`src/rtl/connector_test_pkg.sv`:
```
// Shared types and arithmetic helpers for the connector test sequencer.
package connector_test_pkg;

    // Helpers compute in a wide type; callers truncate to their bus width.
    localparam int CALC_W = 64;

    typedef enum logic [2:0] {
        ST_IDLE  = 3'd0,
        ST_LOAD  = 3'd1,
        ST_RUN   = 3'd2,
        ST_CHECK = 3'd3,
        ST_DONE  = 3'd4
    } state_t;

    // Period of channel i: the base period scaled by the channel number plus one.
    function automatic logic [CALC_W-1:0] chan_period(input logic [CALC_W-1:0] i,
                                                      input logic [CALC_W-1:0] koef);
        return koef * (i + 64'd1);
    endfunction

    // Test window: room for the expected pulses plus loopback settling time.
    function automatic logic [CALC_W-1:0] window_len(input logic [CALC_W-1:0] period,
                                                     input logic [CALC_W-1:0] pulses,
                                                     input logic [CALC_W-1:0] settle);
        return pulses * period + settle;
    endfunction

endpackage

```
`src/rtl/connector_test_sequencer_if.sv`:
```
// Control, sense and generator-bus signals of the connector test sequencer.
interface connector_test_sequencer_if #(
    parameter int NUM_CH = 8,
    parameter int WIDTH  = 32,
    parameter int CNT_W  = 8
);
    localparam int CH_W = (NUM_CH > 1) ? $clog2(NUM_CH) : 1;

    logic              start;
    logic              abort;
    logic [NUM_CH-1:0] chan_en;
    logic [NUM_CH-1:0] sense_in;
    logic [NUM_CH-1:0] gen_enable;
    logic [NUM_CH-1:0] gen_reset;
    logic [WIDTH-1:0]  gen_delay;
    logic [WIDTH-1:0]  gen_duration;
    logic [WIDTH-1:0]  gen_period;
    logic [CH_W-1:0]   cur_chan;
    logic [CNT_W-1:0]  edge_count;
    logic              busy;
    logic              done;
    logic [NUM_CH-1:0] pass_mask;
    logic [NUM_CH-1:0] fail_mask;

    modport master (
        output start, abort, chan_en, sense_in,
        input  gen_enable, gen_reset, gen_delay, gen_duration, gen_period,
        input  cur_chan, edge_count, busy, done, pass_mask, fail_mask
    );

    modport slave (
        input  start, abort, chan_en, sense_in,
        output gen_enable, gen_reset, gen_delay, gen_duration, gen_period,
        output cur_chan, edge_count, busy, done, pass_mask, fail_mask
    );
endinterface

```
`src/rtl/sense_sync_edge.sv`:
```
// One sense channel: two-flop synchroniser followed by a registered rising-edge detector.
module sense_sync_edge (
    input  logic clk,
    input  logic reset,
    input  logic sense,
    output logic rise
);
    logic meta_r;
    logic sync_r;
    logic prev_r;
    logic rise_r;

    // Synchronise the asynchronous line and emit a one-cycle pulse per rising edge.
    always_ff @(posedge clk or posedge reset) begin
        if (reset) begin
            meta_r <= 1'b0;
            sync_r <= 1'b0;
            prev_r <= 1'b0;
            rise_r <= 1'b0;
        end else begin
            meta_r <= sense;
            sync_r <= meta_r;
            prev_r <= sync_r;
            rise_r <= sync_r & ~prev_r;
        end
    end

    assign rise = rise_r;
endmodule

```
`src/rtl/connector_test_sequencer.sv`:
```
// Steps through enabled connector channels, pulses each generator for a timed
// window, counts looped-back edges and records pass/fail per channel.
module connector_test_sequencer
    import connector_test_pkg::*;
#(
    parameter int NUM_CH                 = 8,
    parameter int WIDTH                  = 32,
    parameter int unsigned KOEF_T        = 250_000,
    parameter int unsigned PULSES_PER_CH = 4,
    parameter int unsigned SETTLE        = 16,
    parameter int CNT_W                  = 8
) (
    input logic clk,
    input logic reset,
    connector_test_sequencer_if.slave bus
);
    localparam int CH_W = (NUM_CH > 1) ? $clog2(NUM_CH) : 1;
    localparam logic [63:0] WORST_WINDOW =
        64'(NUM_CH) * 64'(KOEF_T) * 64'(PULSES_PER_CH) + 64'(SETTLE);
    localparam logic [NUM_CH-1:0] ONE_HOT0 = NUM_CH'(1);

    // The longest window must fit the timer and configuration buses.
    if (WIDTH < 64 && WORST_WINDOW >= (64'd1 << WIDTH)) begin : g_width_check
        $error("connector_test_sequencer: window length overflows WIDTH");
    end

    state_t            state_r, state_s;
    logic [CH_W-1:0]   cur_chan_r, cur_chan_s;
    logic [CH_W-1:0]   first_idx_s, next_idx_s;
    logic              first_found_s, next_found_s;
    logic [NUM_CH-1:0] rise_s;
    logic [WIDTH-1:0]  period_s, window_s, timer_r;
    logic [WIDTH-1:0]  gen_period_r, gen_duration_r;
    logic [CNT_W-1:0]  edge_count_r;
    logic [NUM_CH-1:0] gen_enable_r, gen_reset_r, pass_mask_r, fail_mask_r;
    logic              busy_r, done_r;
    logic              start_ok_s;

    for (genvar g = 0; g < NUM_CH; g++) begin : g_sense
        sense_sync_edge u_sense (
            .clk   (clk),
            .reset (reset),
            .sense (bus.sense_in[g]),
            .rise  (rise_s[g])
        );
    end

    assign period_s   = WIDTH'(chan_period(64'(cur_chan_s), 64'(KOEF_T)));
    assign window_s   = WIDTH'(window_len(64'(gen_period_r), 64'(PULSES_PER_CH), 64'(SETTLE)));
    assign start_ok_s = bus.start & ~bus.abort & ((state_r == ST_IDLE) | (state_r == ST_DONE));

    // Locate the lowest enabled channel and the next enabled channel above cur_chan.
    always_comb begin
        first_found_s = 1'b0;
        first_idx_s   = '0;
        next_found_s  = 1'b0;
        next_idx_s    = '0;
        for (int i = NUM_CH - 1; i >= 0; i--) begin
            first_found_s = bus.chan_en[i] ? 1'b1 : first_found_s;
            first_idx_s   = bus.chan_en[i] ? CH_W'(i) : first_idx_s;
            next_found_s  = (bus.chan_en[i] && (i > int'(cur_chan_r))) ? 1'b1 : next_found_s;
            next_idx_s    = (bus.chan_en[i] && (i > int'(cur_chan_r))) ? CH_W'(i) : next_idx_s;
        end
    end

    // Next-state and next-channel selection; abort overrides every transition.
    always_comb begin
        state_s    = state_r;
        cur_chan_s = cur_chan_r;
        case (state_r)
            ST_IDLE, ST_DONE: begin
                if (bus.start) begin
                    if (first_found_s) begin
                        state_s    = ST_LOAD;
                        cur_chan_s = first_idx_s;
                    end else begin
                        state_s = ST_DONE;
                    end
                end else begin
                    state_s = state_r;
                end
            end
            ST_LOAD: state_s = ST_RUN;
            ST_RUN: begin
                if (timer_r <= WIDTH'(1)) begin
                    state_s = ST_CHECK;
                end else begin
                    state_s = ST_RUN;
                end
            end
            ST_CHECK: begin
                if (next_found_s) begin
                    state_s    = ST_LOAD;
                    cur_chan_s = next_idx_s;
                end else begin
                    state_s = ST_DONE;
                end
            end
            default: state_s = ST_IDLE;
        endcase
        if (bus.abort) begin
            state_s    = ST_IDLE;
            cur_chan_s = cur_chan_r;
        end else begin
            state_s = state_s;
        end
    end

    // State register plus outputs registered from the upcoming state.
    always_ff @(posedge clk or posedge reset) begin
        if (reset) begin
            state_r        <= ST_IDLE;
            cur_chan_r     <= '0;
            gen_enable_r   <= '0;
            gen_reset_r    <= '0;
            gen_period_r   <= '0;
            gen_duration_r <= '0;
            busy_r         <= 1'b0;
            done_r         <= 1'b0;
        end else begin
            state_r      <= state_s;
            cur_chan_r   <= cur_chan_s;
            gen_enable_r <= (state_s == ST_RUN)  ? (ONE_HOT0 << cur_chan_s) : '0;
            gen_reset_r  <= (state_s == ST_LOAD) ? (ONE_HOT0 << cur_chan_s) : '0;
            busy_r       <= (state_s == ST_LOAD) | (state_s == ST_RUN) | (state_s == ST_CHECK);
            done_r       <= (state_s == ST_DONE);
            if (state_s == ST_LOAD) begin
                gen_period_r   <= period_s;
                gen_duration_r <= period_s >> 1;
            end
        end
    end

    // Window timer, saturating edge counter and pass/fail bookkeeping.
    always_ff @(posedge clk or posedge reset) begin
        if (reset) begin
            timer_r      <= '0;
            edge_count_r <= '0;
            pass_mask_r  <= '0;
            fail_mask_r  <= '0;
        end else begin
            if (state_r == ST_LOAD) begin
                timer_r      <= window_s;
                edge_count_r <= '0;
            end else if (state_r == ST_RUN) begin
                timer_r <= timer_r - WIDTH'(1);
                if (rise_s[cur_chan_r] && (edge_count_r != {CNT_W{1'b1}})) begin
                    edge_count_r <= edge_count_r + CNT_W'(1);
                end
            end
            if (start_ok_s) begin
                pass_mask_r <= '0;
                fail_mask_r <= '0;
            end else if ((state_r == ST_CHECK) && !bus.abort) begin
                if (edge_count_r == CNT_W'(PULSES_PER_CH)) begin
                    pass_mask_r[cur_chan_r] <= 1'b1;
                end else begin
                    fail_mask_r[cur_chan_r] <= 1'b1;
                end
            end
        end
    end

    assign bus.gen_enable   = gen_enable_r;
    assign bus.gen_reset    = gen_reset_r;
    assign bus.gen_delay    = {WIDTH{1'b0}};
    assign bus.gen_duration = gen_duration_r;
    assign bus.gen_period   = gen_period_r;
    assign bus.cur_chan     = cur_chan_r;
    assign bus.edge_count   = edge_count_r;
    assign bus.busy         = busy_r;
    assign bus.done         = done_r;
    assign bus.pass_mask    = pass_mask_r;
    assign bus.fail_mask    = fail_mask_r;
endmodule

```
`src/flat_wrapper.sv`:
```
// flat-port wrapper written by rule: the top's interface ports become plain ports
module connector_test_sequencer_flat import connector_test_pkg::*;
#(
    parameter int NUM_CH                 = 8,
    parameter int WIDTH                  = 32,
    parameter int unsigned KOEF_T        = 250_000,
    parameter int unsigned PULSES_PER_CH = 4,
    parameter int unsigned SETTLE        = 16,
    parameter int CNT_W                  = 8
)
  (clk, reset, bus_start, bus_abort, bus_chan_en, bus_sense_in, bus_gen_enable, bus_gen_reset, bus_gen_delay, bus_gen_duration, bus_gen_period, bus_cur_chan, bus_edge_count, bus_busy, bus_done, bus_pass_mask, bus_fail_mask);
  connector_test_sequencer_if #(.NUM_CH(NUM_CH), .WIDTH(WIDTH), .CNT_W(CNT_W)) bus_i ();
  input logic clk;
  input logic reset;
  input wire logic [$bits(bus_i.start)-1:0] bus_start;
  input wire logic [$bits(bus_i.abort)-1:0] bus_abort;
  input wire logic [$bits(bus_i.chan_en)-1:0] bus_chan_en;
  input wire logic [$bits(bus_i.sense_in)-1:0] bus_sense_in;
  output wire logic [$bits(bus_i.gen_enable)-1:0] bus_gen_enable;
  output wire logic [$bits(bus_i.gen_reset)-1:0] bus_gen_reset;
  output wire logic [$bits(bus_i.gen_delay)-1:0] bus_gen_delay;
  output wire logic [$bits(bus_i.gen_duration)-1:0] bus_gen_duration;
  output wire logic [$bits(bus_i.gen_period)-1:0] bus_gen_period;
  output wire logic [$bits(bus_i.cur_chan)-1:0] bus_cur_chan;
  output wire logic [$bits(bus_i.edge_count)-1:0] bus_edge_count;
  output wire logic [$bits(bus_i.busy)-1:0] bus_busy;
  output wire logic [$bits(bus_i.done)-1:0] bus_done;
  output wire logic [$bits(bus_i.pass_mask)-1:0] bus_pass_mask;
  output wire logic [$bits(bus_i.fail_mask)-1:0] bus_fail_mask;
  assign bus_i.start = bus_start;
  assign bus_i.abort = bus_abort;
  assign bus_i.chan_en = bus_chan_en;
  assign bus_i.sense_in = bus_sense_in;
  assign bus_gen_enable = bus_i.gen_enable;
  assign bus_gen_reset = bus_i.gen_reset;
  assign bus_gen_delay = bus_i.gen_delay;
  assign bus_gen_duration = bus_i.gen_duration;
  assign bus_gen_period = bus_i.gen_period;
  assign bus_cur_chan = bus_i.cur_chan;
  assign bus_edge_count = bus_i.edge_count;
  assign bus_busy = bus_i.busy;
  assign bus_done = bus_i.done;
  assign bus_pass_mask = bus_i.pass_mask;
  assign bus_fail_mask = bus_i.fail_mask;
  connector_test_sequencer #(.NUM_CH(NUM_CH), .WIDTH(WIDTH), .KOEF_T(KOEF_T), .PULSES_PER_CH(PULSES_PER_CH), .SETTLE(SETTLE), .CNT_W(CNT_W)) u_core (.clk(clk), .reset(reset), .bus(bus_i));
endmodule
```
`config.mk`:
```
export PLATFORM = sky130hd
export DESIGN_NAME = connector_test_sequencer_flat
export DESIGN_NICKNAME = d
export VERILOG_FILES = /design/src/rtl/connector_test_pkg.sv /design/src/rtl/connector_test_sequencer_if.sv /design/src/rtl/sense_sync_edge.sv /design/src/rtl/connector_test_sequencer.sv /design/src/flat_wrapper.sv
export SDC_FILE = /design/constraint.sdc
export NUM_CORES = 1
export LEC_CHECK = 0
export CAP_MARGIN = 20
export CORE_UTILIZATION = 30
export CTS_BUF_LIST = sky130_fd_sc_hd__clkbuf_2 sky130_fd_sc_hd__clkbuf_4 sky130_fd_sc_hd__clkbuf_8
export DETAILED_ROUTE_END_ITERATION = 10
export SLEW_MARGIN = 5
export SYNTH_ARGS = -nofsm -noshare
export SYNTH_HDL_FRONTEND = slang
export SYNTH_SLANG_ARGS = --single-unit
```
`constraint.sdc`:
```
create_clock -name clk -period 12.4 [get_ports clk]
set_clock_uncertainty 0.1 [all_clocks]
set_input_delay 1.24 -clock clk [delete_from_list [all_inputs] [get_ports clk]]
set_output_delay 1.24 -clock clk [all_outputs]
set_load 0.01 [all_outputs]
```
* Word level (Yosys, flattened, before mapping)
Cells that the tools add are included.
** Word-level totals
- Logic and storage cells :: 172
- Register bits after elaboration :: 140
- Input port bits :: 20
- Output and inout bits :: 141
** Operators by class
- $add $sub $neg :: 4
- Bitwise gates (word level) :: 24
- Magnitude comparators :: 10
- Multiply operators :: 1
- Reductions and logical operators :: 20
- Multiplexer cells :: 58
- Shift-type cells :: 1
- Equality and inequality tests :: 11
** Operator list (count)
- $mux 8 :: 11
- $mux 3 :: 23
- $mul 14x64->28 const A :: 1
- $mux 32 :: 2
- $add 32x5->32 const B :: 1
- $le 32x1->1 const B :: 1
- $sub 32x1->32 const B :: 1
- $mux 1 :: 18
- $or 8x8->8 :: 2
- $eq 3x2->1 const B :: 4
- $gt 3x3->1 const A :: 4
- $pmux 3 s4 :: 1
- $and 1x1->1 :: 10
- $logic_and 1x1->1 :: 10
- $not 1->1 :: 9
- $add 8x1->8 const B :: 1
- $eq 8x3->1 const B :: 1
- $ne 8x8->1 const B :: 1
- $reduce_bool 2->1 :: 4
- $shl 1x3->8 const A :: 1
- $eq 3x1->1 const B :: 2
- $eq 3x3->1 const B :: 2
- $gt 2x3->1 const A :: 2
- $pmux 3 s2 :: 1
- other kinds (12) :: 16

* Longest topological paths before layout
- Word-level depth :: 15
- Depth in mapped cells :: 21
- Mapped depth without buffers :: 19

* Hierarchy
From an unflattened synthesis, not the netlist that was laid out.
** Unflattened totals
- Cell total of the unflattened synthesis :: 664
- Area, all modules :: 6637.6 um2
** By module, submodules not included
- connector_test_sequencer :: area an instance 5696.7 um2, times used 1, sequential area each 2377.3 um2, cells an instance 616
- sense_sync_edge :: area an instance 117.6 um2, times used 8, sequential area each 100.1 um2, cells an instance 6

* Least setup slack after synthesis
Ideal clock, no wire load.
- Path type :: input -> register
- Start :: input port bus_chan_en[3]
- End :: register u_core.gen_period_r[22], in the netlist u_core.bus.gen_period[22]
- Cell stages on the path :: 18
- Path buffers :: 1
- Arrival time :: 5.613 ns
- Data required time :: 12.176 ns
- Setup time :: 0.124 ns
- Setup slack :: 6.563 ns
- Cells stage by stage :: and2b_1 > a2111oi_2 > o21ai_0 > nor2b_1 > clkbuf_1 > a21boi_0 > inv_1 > ha_1 > ha_1 > fa_1 > fa_1 > inv_1 > ha_1 > nor2b_1 > o31a_1 > o21a_1 > o31a_1 > o31a_1
** Between the ends
- Longest elaborated chain between the ends :: 10
- Elaborated cells on any way between the ends :: 28
- Classes of those cells :: add/sub: 1; mul: 1; eq/ne: 1; mux: 24; reduce/logical: 1
** Ends and longest elaborated chain
- start, declared :: RTL line flat_wrapper.sv:17 : input wire logic [$bits(bus_i.chan_en)-1:0] bus_chan_en;
- $mux 3 / $mux 1 (equally long branches) (4 in series) :: RTL line connector_test_sequencer.sv:60, connector_test_sequencer.sv:59
- $mux 3 :: RTL line connector_test_sequencer.sv:73 : if (first_found_s) begin
- $mux 3 :: RTL line connector_test_sequencer.sv:72 : if (bus.start) begin
- $pmux 3 s2 * :: RTL line connector_test_sequencer.sv:70 : case (state_r)
- $mux 3 * :: RTL line connector_test_sequencer.sv:101 : if (bus.abort) begin
- via u_core.cur_chan_s[1] :: RTL line connector_test_sequencer.sv:28 : logic [CH_W-1:0] cur_chan_r, cur_chan_s;
- $add 3x1->4 * :: RTL line connector_test_pkg.sv:18 : return koef * (i + 64'd1);
- $mul 14x64->28 * :: RTL line connector_test_pkg.sv:18
- end signal, assigned :: RTL line connector_test_sequencer.sv:128 : gen_period_r <= period_s;
- end, declared :: RTL line connector_test_sequencer.sv:33 : logic [WIDTH-1:0] gen_period_r, gen_duration_r;
Mark *: on every way through the listed nets, which the timed path passes. The rest lies on a longest branch.
A chain may end at the register's enable or synchronous reset.

* Worst setup path after layout
- Start :: input port bus_chan_en[6]
- End :: register u_core.gen_period_r[22], in the netlist u_core.bus.gen_period[22]
** Between the ends
- Longest elaborated chain between the ends :: 13
- Elaborated cells on any way between the ends :: 40
- Classes of those cells :: add/sub: 1; mul: 1; eq/ne: 1; mux: 36; reduce/logical: 1
** Ends and longest elaborated chain (RTL line)
- $mux 3 / $mux 1 (equally long branches) (7 in series) :: connector_test_sequencer.sv:60, connector_test_sequencer.sv:59
- $mux 3 :: connector_test_sequencer.sv:73
- $mux 3 :: connector_test_sequencer.sv:72
- $pmux 3 s2 * :: connector_test_sequencer.sv:70
- $mux 3 * :: connector_test_sequencer.sv:101
- via u_core.cur_chan_s[1] :: connector_test_sequencer.sv:28
- $add 3x1->4 * :: connector_test_pkg.sv:18
- $mul 14x64->28 * :: connector_test_pkg.sv:18
Marked as above.

==> flow_metrics.env <==
export IMPL_synth_common_cells="128 x dfrtp_1, 81 x buf_4, 72 x nor2_1"
export IMPL_die_area_um2=22800
export IMPL_syn_area_per_cell_um2=10.1
export IMPL_finalWeightedCongestion=0.840
export IMPL_grt_pass1_wl_mm=24.3
export IMPL_postCtsHoldBufs=0
export IMPL_start_util_pct=30.6
export IMPL_min_period_ns=6.57
export IMPL_end_kind="flip-flop"
export IMPL_grt_max_degree=68
export IMPL_yosys_area_top_type="dfrtp_1"
export IMPL_syn_cell_area_um2=6670
export IMPL_whs_ns=0.257
export IMPL_cts_sinks=128
export IMPL_antenna_found_initial=0
export IMPL_tritoncts="yes"
export IMPL_cap_violations=0
export IMPL_finalHoldViolations=0
export IMPL_rsz0062_at_grt="false"
export IMPL_worstPathArrival_ns=6.80
export IMPL_track_usage_pct=14.0
export IMPL_pin_count=161
export IMPL_ys_async_sr_fraction_pct=100
export IMPL_p_leak_nw=3.61
export IMPL_yosysMostFrequentCell="dfrtp_1"
export IMPL_yosysTopAreaCellShare_pct=48.0
export IMPL_vias_per_cell=4.62
export IMPL_cts_root_buf="clkbuf_8"
export IMPL_area_growth_pct=20.2
export IMPL_h_tree_depth=4
export IMPL_status="complete, no violations"
export IMPL_timing_final_crit_share_pct=53.0
export IMPL_max_slew_margin_rel_pct=36.1
export IMPL_p_per_area_nw_per_um2=166
export IMPL_core_area_um2=21800
export IMPL_fin_nets=793
export IMPL_crit_fanout=25
export IMPL_die_w_um=151
export IMPL_vias=4791
export IMPL_r2r_cells=17
export IMPL_cts_setup_buffers=0
export IMPL_first_pass_iters=7
export IMPL_synth_seq_cells=128
export IMPL_clk_pin_slew_ns=0.09
export IMPL_hold_class="flip-flop to flip-flop"
export IMPL_synth_edf_count=0
export IMPL_grt_pass1_vias=4539
export IMPL_grt_overflow=0
export IMPL_wire_per_inst_um=14.4
export IMPL_num_rows=54
export IMPL_ant_nets=0
export IMPL_place_hpwl_mm=10.8
export IMPL_whs_path_depth=0
export IMPL_clk_path_buf_depth=2
export IMPL_synth_area_top_cells="dfrtp_1 48%, buf_4 9.1%, ha_1 4.3%"
export IMPL_die_y_um=151
export IMPL_drc=0
export IMPL_synth_flop_cell="dfrtp_1"
export IMPL_crit_path_start_kind="primary input"
export IMPL_setup_tns_ns=0
export IMPL_slew_violations=0
export IMPL_setup_viol=0
export IMPL_antenna_cells=0
export IMPL_critPathKind="primary input to flip-flop"
export IMPL_drive_above_1_share_pct=8.05
export IMPL_drt_initial_drc_count=251
export IMPL_port_buffers=102
export IMPL_synthCells=663
export IMPL_max_slew_worst_pin_slew_ns=0.954
export IMPL_peakVddDrop_mv=0.0823
export IMPL_cp_required_ns=12.64
export IMPL_wirelength_mm=14.9
export IMPL_clk_latency_ns=0.45
export IMPL_yosysWarnings=0
export IMPL_clock_fmax_mhz=152
export IMPL_ys_seq_area_share_pct=48.0
export IMPL_numCtsBuffers=17
export IMPL_cts_resized=0
export IMPL_synthDistinctLibCells=75
==> metrics by stage <==
step	instances	instance area (um^2)	power, mW	setup slack, ns	utilization, %
after detailed placement	1006	7600	0.968	5.37	34.8
final	1038	8010	1.33	5.83	36.7
after global routing	1038	8010	1.43	5.39	36.7
after floorplan	721	6890	0.834	6.56	-
after CTS	1038	8010	1.35	5.85	36.7
after global placement	1006	7600	0.963	5.49	34.8
==> layout by cell type (no fill, tap or decap), types with 12 or more instances in the layout <==
cell type | netlist | final
a21oi_1 | 33 | 33
and2_1 | 15 | 15
clkbuf_8 | 0 | 17
clkdlybuf4s50_1 | 0 | 102
conb_1 | 1 | 59
dfrtp_1 | 128 | 128
ha_1 | 23 | 23
inv_1 | 28 | 27
nand2_1 | 54 | 54
nand3_1 | 13 | 13
nor2_1 | 72 | 72
nor2b_1 | 13 | 12
nor3_1 | 16 | 16
o21ai_0 | 21 | 21
==> flip-flops by register name (all words and copies together), names as in the netlist, 8 cells and up <==
name                           count
u_core.timer_r                    32
u_core.bus.pass_mask               8
u_core.g_sense.u_sense.sync_r      8
u_core.bus.gen_enable              8
u_core.bus.gen_reset               8
u_core.g_sense.u_sense.prev_r      8
u_core.bus.fail_mask               8
u_core.g_sense.u_sense.rise        8
u_core.bus.gen_period             16
u_core.bus.edge_count              8
u_core.g_sense.u_sense.meta_r      8
==> report_power, final <==
group / switching [mW] / internal (mW) / total (mW)
Sequential: 0.0822 / 0.476 / 0.558
Combinational: 0.208 / 0.192 / 0.399
Clock: 0.203 / 0.173 / 0.376
==> logic make-up after synthesis <==
family / after synthesis / synth area share [%]
AOI/OAI and AO/OA: 115 / 11.8
xor gates and xnor gates: 14 / 1.84
adders and majority gates: 28 / 5.82
buffers and inverters: 128 / 11.9
DFF: 128 / 48.0
muxes: 11 / 2.03
other: 1 / 0.0562
and+or+nand+nor: 238 / 18.4
==> path summary, 6_finish.rpt <==
| check | startpoint | end | slack, ns |
|---|---|---|---|
| min in group asynchronous | reset | u_core.bus.edge_count[4]$_DFFE_PP0P_ | 1.17 |
| min | u_core.g_sense[5].u_sense.meta_r$_DFF_PP0_ | u_core.g_sense[5].u_sense.sync_r$_DFF_PP0_ | 0.26 |
| max | bus_chan_en[6] | u_core.bus.gen_period[22]$_DFFE_PP0N_ | 5.83 |
| max in group asynchronous | reset | u_core.bus.gen_reset[6]$_DFF_PP0_ | 9.68 |
| max reg2reg | u_core.bus.cur_chan[1]$_DFF_PP0_ | u_core.bus.gen_period[22]$_DFFE_PP0N_ | 6.36 |
| min reg2reg | u_core.g_sense[5].u_sense.meta_r$_DFF_PP0_ | u_core.g_sense[5].u_sense.sync_r$_DFF_PP0_ | 0.26 |
==> area by class of cell <==
type,instances,area (um^2)
fillers,2193,13800
flip-flops and latches,128,3200
multi-input cells,465,2890
repair buffers,105,1040
well taps,280,350
clock buffers,17,234
clock inverters,15,180
inverters,28,108
==> worst max-delay path, stage by stage <==
cell,delay (ns)
clkdlybuf4s50_1,0.47
or4_1,0.60
nor2_1,0.19
nor2b_2,0.08
nor2b_2,0.75
a21boi_0,0.37
inv_1,0.21
ha_1,0.20
ha_1,0.33
fa_1,0.55
fa_1,0.52
inv_1,0.04
ha_1,0.30
nor2b_1,0.14
o31a_1,0.25
o21a_1,0.17
o31a_1,0.13
o31a_1,0.25
==> per-layer routing <==
| metal | vias up | GRT usage, % | wire (um) |
|---|---|---|---|
| met5 | - | 0 | 0 |
| met4 | 0 | 4.80 | 150 |
| met3 | 14 | 3.25 | 898 |
| met2 | 182 | 21.4 | 6750 |
| met1 | 2291 | 19.3 | 7140 |
| li1 | 2304 | - | - |
No activity file was read; power rests on OpenSTA's default activity.
